## config.mk

```make
export PLATFORM = sky130hd
export DESIGN_NAME = router_egress_queue_flat
export DESIGN_NICKNAME = d
export VERILOG_FILES = /design/src/rtl/router_egress_queue_pkg.sv /design/src/rtl/router_egress_queue_if.sv /design/src/rtl/router_egress_queue_fifo.sv /design/src/rtl/router_egress_queue.sv /design/src/flat_wrapper.sv
export SDC_FILE = /design/constraint.sdc
export NUM_CORES = 1
export LEC_CHECK = 0
export ABC_AREA = 1
export CAP_MARGIN = 20
export CELL_PAD_IN_SITES_DETAIL_PLACEMENT = 1
export CELL_PAD_IN_SITES_GLOBAL_PLACEMENT = 2
export CORE_MARGIN = 4
export CORE_UTILIZATION = 32
export DETAILED_ROUTE_END_ITERATION = 10
export GPL_ROUTABILITY_DRIVEN = 0
export PLACE_DENSITY_LB_ADDON = 0.1
export SLEW_MARGIN = 20
export SYNTH_ARGS = -nofsm -noshare
export SYNTH_HDL_FRONTEND = slang
export SYNTH_SLANG_ARGS = --single-unit
```

## constraint.sdc

```tcl
create_clock -name clk -period 2.65 [get_ports clk]
set_input_delay 0.53 -clock clk [delete_from_list [all_inputs] [get_ports clk]]
set_output_delay 0.53 -clock clk [all_outputs]
set_load 0.03 [all_outputs]
```

## src/rtl/router_egress_queue_pkg.sv

```systemverilog
// Shared router constants: port count, drop counter width and the default
// beat width, so the router and its egress queue agree on sizes.
package router_pkg;

  localparam int NUM_PORTS      = 4;
  localparam int DROP_CNT_W     = 16;
  localparam int DATA_WIDTH_DEF = 8;

  typedef logic [DROP_CNT_W-1:0] drop_cnt_t;

endpackage

```

## src/rtl/router_egress_queue_if.sv

```systemverilog
// Egress queue bus: router-side beats in, sink-side valid/ready out, plus
// per-port full flags and drop counters.
// master: the router/sink side driving beats and ready.
// slave:  the egress queue itself.
interface router_egress_queue_if #(
  parameter int DATA_WIDTH = router_pkg::DATA_WIDTH_DEF
);
  import router_pkg::*;

  logic [NUM_PORTS-1:0][DATA_WIDTH-1:0] in_data;
  logic [NUM_PORTS-1:0]                 in_valid;
  logic [NUM_PORTS-1:0][DATA_WIDTH-1:0] out_data;
  logic [NUM_PORTS-1:0]                 out_valid;
  logic [NUM_PORTS-1:0]                 out_ready;
  logic [NUM_PORTS-1:0]                 full;
  logic [NUM_PORTS-1:0][DROP_CNT_W-1:0] drop_count;

  modport master (
    output in_data, in_valid, out_ready,
    input  out_data, out_valid, full, drop_count
  );

  modport slave (
    input  in_data, in_valid, out_ready,
    output out_data, out_valid, full, drop_count
  );

endinterface

```

## src/rtl/router_egress_queue_fifo.sv

```systemverilog
// egress_fifo: single-port show-ahead FIFO with push/pop/drop decision.
// Optional drop counter enabled by the ROUTER_EGRESS_STATS_EN macro; when the
// macro is undefined the counter output is tied to zero.
module egress_fifo
  import router_pkg::*;
#(
  parameter int DATA_WIDTH = DATA_WIDTH_DEF,
  parameter int DEPTH      = 4
) (
  input  logic                  clk,
  input  logic                  rst,
  input  logic [DATA_WIDTH-1:0] in_data,
  input  logic                  in_valid,
  output logic [DATA_WIDTH-1:0] out_data,
  output logic                  out_valid,
  input  logic                  out_ready,
  output logic                  full,
  output drop_cnt_t             drop_count
);

  localparam int PTR_W = $clog2(DEPTH);
  localparam int CNT_W = PTR_W + 1;

  logic [DATA_WIDTH-1:0] mem [DEPTH];
  logic [PTR_W-1:0]      rd_ptr;
  logic [PTR_W-1:0]      wr_ptr;
  logic [CNT_W-1:0]      count;
  logic                  pop;
  logic                  push;

  // Status comes only from registered occupancy; the head entry is shown ahead.
  assign out_valid = (count != '0);
  assign full      = (count == CNT_W'(DEPTH));
  assign out_data  = mem[rd_ptr];

  // A same-cycle pop frees a slot, so a full FIFO can still accept a beat.
  assign pop  = out_valid & out_ready;
  assign push = in_valid & (~full | pop);

  // Storage, pointers and occupancy; reset clears storage so out_data reads 0.
  always_ff @(posedge clk) begin
    if (rst) begin
      for (int i = 0; i < DEPTH; i++) mem[i] <= '0;
      rd_ptr <= '0;
      wr_ptr <= '0;
      count  <= '0;
    end else begin
      if (push) begin
        mem[wr_ptr] <= in_data;
        wr_ptr      <= wr_ptr + PTR_W'(1);
      end
      if (pop) rd_ptr <= rd_ptr + PTR_W'(1);
      case ({push, pop})
        2'b10:   count <= count + CNT_W'(1);
        2'b01:   count <= count - CNT_W'(1);
        default: count <= count;
      endcase
    end
  end

`ifdef ROUTER_EGRESS_STATS_EN
  logic      drop;
  drop_cnt_t drop_cnt_q;

  assign drop = in_valid & full & ~pop;

  // Saturating count of discarded beats, cleared only by reset.
  always_ff @(posedge clk) begin
    if (rst)                            drop_cnt_q <= '0;
    else if (drop && drop_cnt_q != '1)  drop_cnt_q <= drop_cnt_q + DROP_CNT_W'(1);
  end

  assign drop_count = drop_cnt_q;
`else
  assign drop_count = '0;
`endif

endmodule

```

## src/rtl/router_egress_queue.sv

```systemverilog
// router_egress_queue: one independent egress_fifo per router output port.
// Optional drop statistics controlled by the ROUTER_EGRESS_STATS_EN macro.
module router_egress_queue
  import router_pkg::*;
#(
  parameter int DATA_WIDTH = DATA_WIDTH_DEF,
  parameter int DEPTH      = 4
) (
  input  logic                 clk,
  input  logic                 rst,
  router_egress_queue_if.slave bus
);

  logic [NUM_PORTS-1:0][DATA_WIDTH-1:0] out_data_w;
  logic [NUM_PORTS-1:0]                 out_valid_w;
  logic [NUM_PORTS-1:0]                 full_w;
  logic [NUM_PORTS-1:0][DROP_CNT_W-1:0] drop_count_w;

  // Ports never interact, so each gets its own queue.
  for (genvar g = 0; g < NUM_PORTS; g++) begin : g_port
    egress_fifo #(
      .DATA_WIDTH (DATA_WIDTH),
      .DEPTH      (DEPTH)
    ) u_fifo (
      .clk        (clk),
      .rst        (rst),
      .in_data    (bus.in_data[g]),
      .in_valid   (bus.in_valid[g]),
      .out_data   (out_data_w[g]),
      .out_valid  (out_valid_w[g]),
      .out_ready  (bus.out_ready[g]),
      .full       (full_w[g]),
      .drop_count (drop_count_w[g])
    );
  end

  assign bus.out_data   = out_data_w;
  assign bus.out_valid  = out_valid_w;
  assign bus.full       = full_w;
  assign bus.drop_count = drop_count_w;

endmodule
```

## src/flat_wrapper.sv

```systemverilog
// flat-port wrapper written by rule: the top's interface ports become plain ports
module router_egress_queue_flat import router_pkg::*;
#(
  parameter int DATA_WIDTH = DATA_WIDTH_DEF,
  parameter int DEPTH      = 4
)
  (clk, rst, bus_in_data, bus_in_valid, bus_out_ready, bus_out_data, bus_out_valid, bus_full, bus_drop_count);
  router_egress_queue_if #(.DATA_WIDTH(DATA_WIDTH)) bus_i ();
  input  logic clk;
  input  logic rst;
  input wire logic [$bits(bus_i.in_data)-1:0] bus_in_data;
  input wire logic [$bits(bus_i.in_valid)-1:0] bus_in_valid;
  input wire logic [$bits(bus_i.out_ready)-1:0] bus_out_ready;
  output wire logic [$bits(bus_i.out_data)-1:0] bus_out_data;
  output wire logic [$bits(bus_i.out_valid)-1:0] bus_out_valid;
  output wire logic [$bits(bus_i.full)-1:0] bus_full;
  output wire logic [$bits(bus_i.drop_count)-1:0] bus_drop_count;
  assign bus_i.in_data = bus_in_data;
  assign bus_i.in_valid = bus_in_valid;
  assign bus_i.out_ready = bus_out_ready;
  assign bus_out_data = bus_i.out_data;
  assign bus_out_valid = bus_i.out_valid;
  assign bus_full = bus_i.full;
  assign bus_drop_count = bus_i.drop_count;
  router_egress_queue #(.DATA_WIDTH(DATA_WIDTH), .DEPTH(DEPTH)) u_core (.clk(clk), .rst(rst), .bus(bus_i));
endmodule
```

# Word-level counts from Yosys, hierarchy flattened
# Memory sizes are Yosys's and may differ from the RTL's. A register that Yosys moved wholly into a read port is not among the register bits.
# Cells that the tools add are included.
dict set report classes {
  n_mux 38
  n_reduce_logical 12
  eq_ne 12
  n_bitwise 16
  n_div 0
  shift 0
  addsub 16
  magnitude_cmp 0
  multipliers 0
}
# cell count
set ops {}
lappend ops {{two-way mux 8 bit} 4}
lappend ops {{OR reduction 8 bit} 4}
lappend ops {{two-way mux 2 bit} 12}
lappend ops {{case mux 3 bit (2 select lines)} 4}
lappend ops {{two-way mux 1 bit} 18}
lappend ops {{adder 2 x 1 -> 2 bit (second input constant)} 8}
lappend ops {{adder 3 x 1 -> 3 bit (second input constant)} 4}
lappend ops {{equality test 3 bit (second input constant)} 4}
lappend ops {{nonzero test 3 bit} 4}
lappend ops {{subtractor 3 x 1 -> 3 bit (second input constant)} 4}
lappend ops {{AND 1 bit} 8}
lappend ops {{equality test 2 x 1 -> 1 bit (second input constant)} 4}
lappend ops {{equality test 2 bit (second input constant)} 4}
lappend ops {{nonzero test 2 bit} 4}
lappend ops {{NOT 1 bit} 4}
lappend ops {{OR 1 bit} 4}
dict set report totals {
  ram_bits 128
  input_bits 42
  elab_cells 110
  memories 4
  latch_bits 0
  regBits 28
  rom_bits 0
  output_inout_bits 104
}
# memory depth width read_ports rd_clocked_by_memory_dff wr line_no
set memory_table {}
lappend memory_table {{u_core.g_port[0].u_fifo.mem} 4 8 1 1 4 router_egress_queue_fifo.sv:24} ;# logic [DATA_WIDTH-1:0] mem [DEPTH];
lappend memory_table {{u_core.g_port[1].u_fifo.mem} 4 8 1 1 4 router_egress_queue_fifo.sv:24}
lappend memory_table {{u_core.g_port[2].u_fifo.mem} 4 8 1 1 4 router_egress_queue_fifo.sv:24}
lappend memory_table {{u_core.g_port[3].u_fifo.mem} 4 8 1 1 4 router_egress_queue_fifo.sv:24}

# Logic depth before layout (Yosys ltp)
dict set report depth {
  word_depth 9
  ltp_mapped 11
  depth_no_buf 11
}

# Hierarchy
# From an unflattened synthesis, not the netlist that was laid out.
dict set report unflattened {
  cells_unflattened 828
  hier_area_um2 8076.5
}
# mod area_each_um2 cells_each instances seq_area_each_um2
set modules_own_cells {}
lappend modules_own_cells {{egress_fifo (u_core.g_port[0].u_fifo ...)} 2037.0 208 3 1141.1}
lappend modules_own_cells {{egress_fifo (u_core.g_port[1].u_fifo)} 1965.6 204 1 1141.1}

# Worst setup path before layout
# OpenSTA, ideal clock, no wires.
dict set report synth_path {
  kind {input to register}
  start {in rst}
  end {mem u_core.g_port[2].u_fifo.mem[0][0] (netlist bit), enable pin}
  setup_ns 0.384
  setup_slack_ns 0.626
  arrival_time_ns 1.640
  n_path_buf 1
  required_time_ns 2.266
  cell_stages 4
  path_cell_list {inv_2 > buf_4 > nand4_2 > o21ai_0}
}
# element line_no
set synth_rtl {}
lappend synth_rtl {{start, declared} flat_wrapper.sv:10} ;# input logic rst;
lappend synth_rtl {{end, declared} router_egress_queue_fifo.sv:24}

==> reports/results.ini <==
[status]
outcome=finished, final reports clean

[sta]
finClkSkew_ps=13.2
rsz0062_at_grt=no
slew_headroom=0.651
fin_crit_sh=0.952
worst-slew-pin-transition_ps=523
max_freq_mhz=396
slew_viol_final=0
finalCriticalPeriod_ps=2520
hold_violations=0
tns_ps=0
setup_viol=0
setup_ws_ps=127

[setup_path]
critical_path_class=flop to primary output
rr_endpoint=u_core.g_port[3].u_fifo.mem[2][7]
endpoint_kind=primary output
critical_path_peak_fanout=9
worstSetupStartpointType=flop
crit_chain=inv_1 > o21ai_0 > o22ai_1 > clkdlybuf4s50_1
cpPeakStageDelay_ps=690
crit_required_ps=2120
reg2reg_from=u_core.g_port[3].u_fifo.wr_ptr[1]
ff2ff_path_depth=5
arrival_ps=1990
worst_path_max_delay_cell=clkdlybuf4s50_1
crit_path_end=bus_out_data[12]
reg2reg_slack_ps=590

[synth]
async_reset_ff_frac=0
synth-edff-count=128
synth_top_area_share=0.492
ys_top_cells_by_area=edfxtp_1 (49%), dfxtp_1 (9.2%), nor2_1 (8.7%)
yosysMostFrequentCell=nor2_1
avgSynthCellArea_um2=9.55
yosys.cell_types.count=31
synth_area_leader_cell=edfxtp_1
synthFlopType=edfxtp_1
synth_area_um2=7810
synth_warnings=0
synth_seq_area_share=0.585
ys_top_cells_by_count=nor2_1 (181), edfxtp_1 (128), inv_1 (96)
synth_seq_cells=164
synth_cells=818

[global_routing]
grt_overflow_total=0
grt_pass1_vias=6334
track_usage=0.148
grt_max_degree=25
grt_pass1_wl_um=31400
antenna_found_initial=0

[final_layout]
drive_above_1_share=0.111
n_antenna_cell=0
final_nets=974
synthToLayoutAreaGrowth_pct=21.3
n_fill_cell=2725

[power_and_ir_drop]
p_leak_nw=3.93
powerDensity_nw_per_um2=835
irDropWorstVdd_mv=0.321
p_total_mw=7.91

[detailed_routing]
postRouteAntennaNets=0
drt-wirelength-per-cell_um=15.6
dr_total_vias=5706
finalWirelength_um=19700
vias_per_cell=4.53
drc=0
firstDrtPassIters=4
drt_iter0_drc=234

[floorplan]
ios=146
coreArea_um2=23800
row_count=56
fp.dieH_um=164
start_util=0.329
die_area_um2=27000
die_w_um=164

[clock_tree]
cts.sinks=164
clock_latency_ps=430
cts_root_buffer=clkbuf_16
cts_buffers=17
htree_levels=4
cts_tree=yes
ctsLongestPathBuffers=2
clkTransAtPathRegs_ps=60

[worst_hold_path]
min_path_type=flop to flop
min_from=u_core.g_port[3].u_fifo.rd_ptr[1]

[place]
dp_hpwl_um=14500
pre_cts_slack_ps=76.5
port_buffers=81

[job]
cap_violations=0

-- placed cells by master (no fill, tap or decap), types with 5 or more instances in the layout --
master,synthesis,routed
clkinv_1,8,8
inv_1,96,93
clkinvlp_4,0,5
nor3_1,24,24
conb_1,1,64
inv_2,12,14
nand4_1,5,5
nor2_1,181,181
clkdlybuf4s50_1,0,51
nand2_1,48,48
nand2_2,5,5
dfxtp_1,36,35
dlymetal6s2s_1,0,8
clkbuf_16,0,17
a21oi_1,17,17
buf_4,74,34
nor2_4,8,8
o22ai_1,33,33
dlygate4sd2_1,0,22
edfxtp_1,128,128
o21ai_0,94,94
nand3_1,11,11
-- through the flow --
| step | instance area, µm² | utilization | cells | hold slack [ps] |
|---|---|---|---|---|
| after detailed placement | 8900 | 0.375 | 1225 | 432 |
| after floorplan | 8050 | - | 881 | 412 |
| after global placement | 8900 | 0.375 | 1225 | 425 |
| after CTS | 9450 | 0.398 | 1259 | 444 |
| final | 9470 | 0.399 | 1259 | 443 |
| after global routing | 9470 | 0.399 | 1259 | 473 |
-- critical path, delay by kind of cell, from the launching register on --
kind            cells  cell delay (ps)
buf+inv             2              910
flops               1              390
compound gates      2              280
-- area by class of cell --
type                            instances  area (µm²)  area share
Inverter                              116         439      0.0464
Tap cell                              319         399      0.0421
Clock buffer                           19         433      0.0457
Sequential cell                       164        4570       0.482
Clock inverter                         13         126      0.0133
Timing Repair Buffer                  116        1080       0.114
Multi-Input combinational cell        512        2430       0.257
-- cells by family (layout without fill, tap and decap cells) --
| family | after synthesis | in the layout | share of synthesized area |
|---|---|---|---|
| and+or+nand+nor | 291 | 291 | 0.164 |
| buffers and inverters | 205 | 264 | 0.134 |
| DFF | 164 | 164 | 0.585 |
| AOI/OAI and AO/OA | 152 | 152 | 0.105 |
| adders and majority gates | 5 | 5 | 0.0119 |
| other | 1 | 64 | 0.000480 |
-- timing repair --
item                                    4_1_cts  5_1_grt
endpoints found under the setup margin       24        9
hold buffers                                  0        0
buffers inserted                              2        0
resized for setup                            23       11
-- per-layer routing --
layer  global-route usage  wire length [µm]
met4               0.0541               295
met2                0.279             10500
met5                    0                 0
met3               0.0241               662
met1                0.168              8230
-- sequential cells by signal, summed over array words and instances (netlist names), named ones only --
| name | cells |
|---|---|
| u_core.g_port.u_fifo.mem | 128 |
| u_core.g_port.u_fifo.wr_ptr | 8 |
| u_core.g_port.u_fifo.count | 12 |
| u_core.g_port.u_fifo.rd_ptr | 8 |
-- worst min path at each step --
| stage | slack [ps] | cells after the start | to |
|---|---|---|---|
| after floorplan | 410 | 1 | flop |
| after global placement | 430 | 1 | u_core.g_port[3].u_fifo.rd_ptr[1] |
| after detailed placement | 430 | 1 | u_core.g_port[3].u_fifo.rd_ptr[1] |
| after CTS | 440 | 1 | flop |
| after global routing | 470 | 1 | u_core.g_port[3].u_fifo.rd_ptr[1] |
| final | 440 | 1 | flop |
-- where the power goes --
part | internal [mW] | switching, mW
registers | 3.04 | 0.154
logic | 0.773 | 1.58
clock network | 1.31 | 1.05
total | 5.12 | 2.79
(Power assumes the default switching activity.)
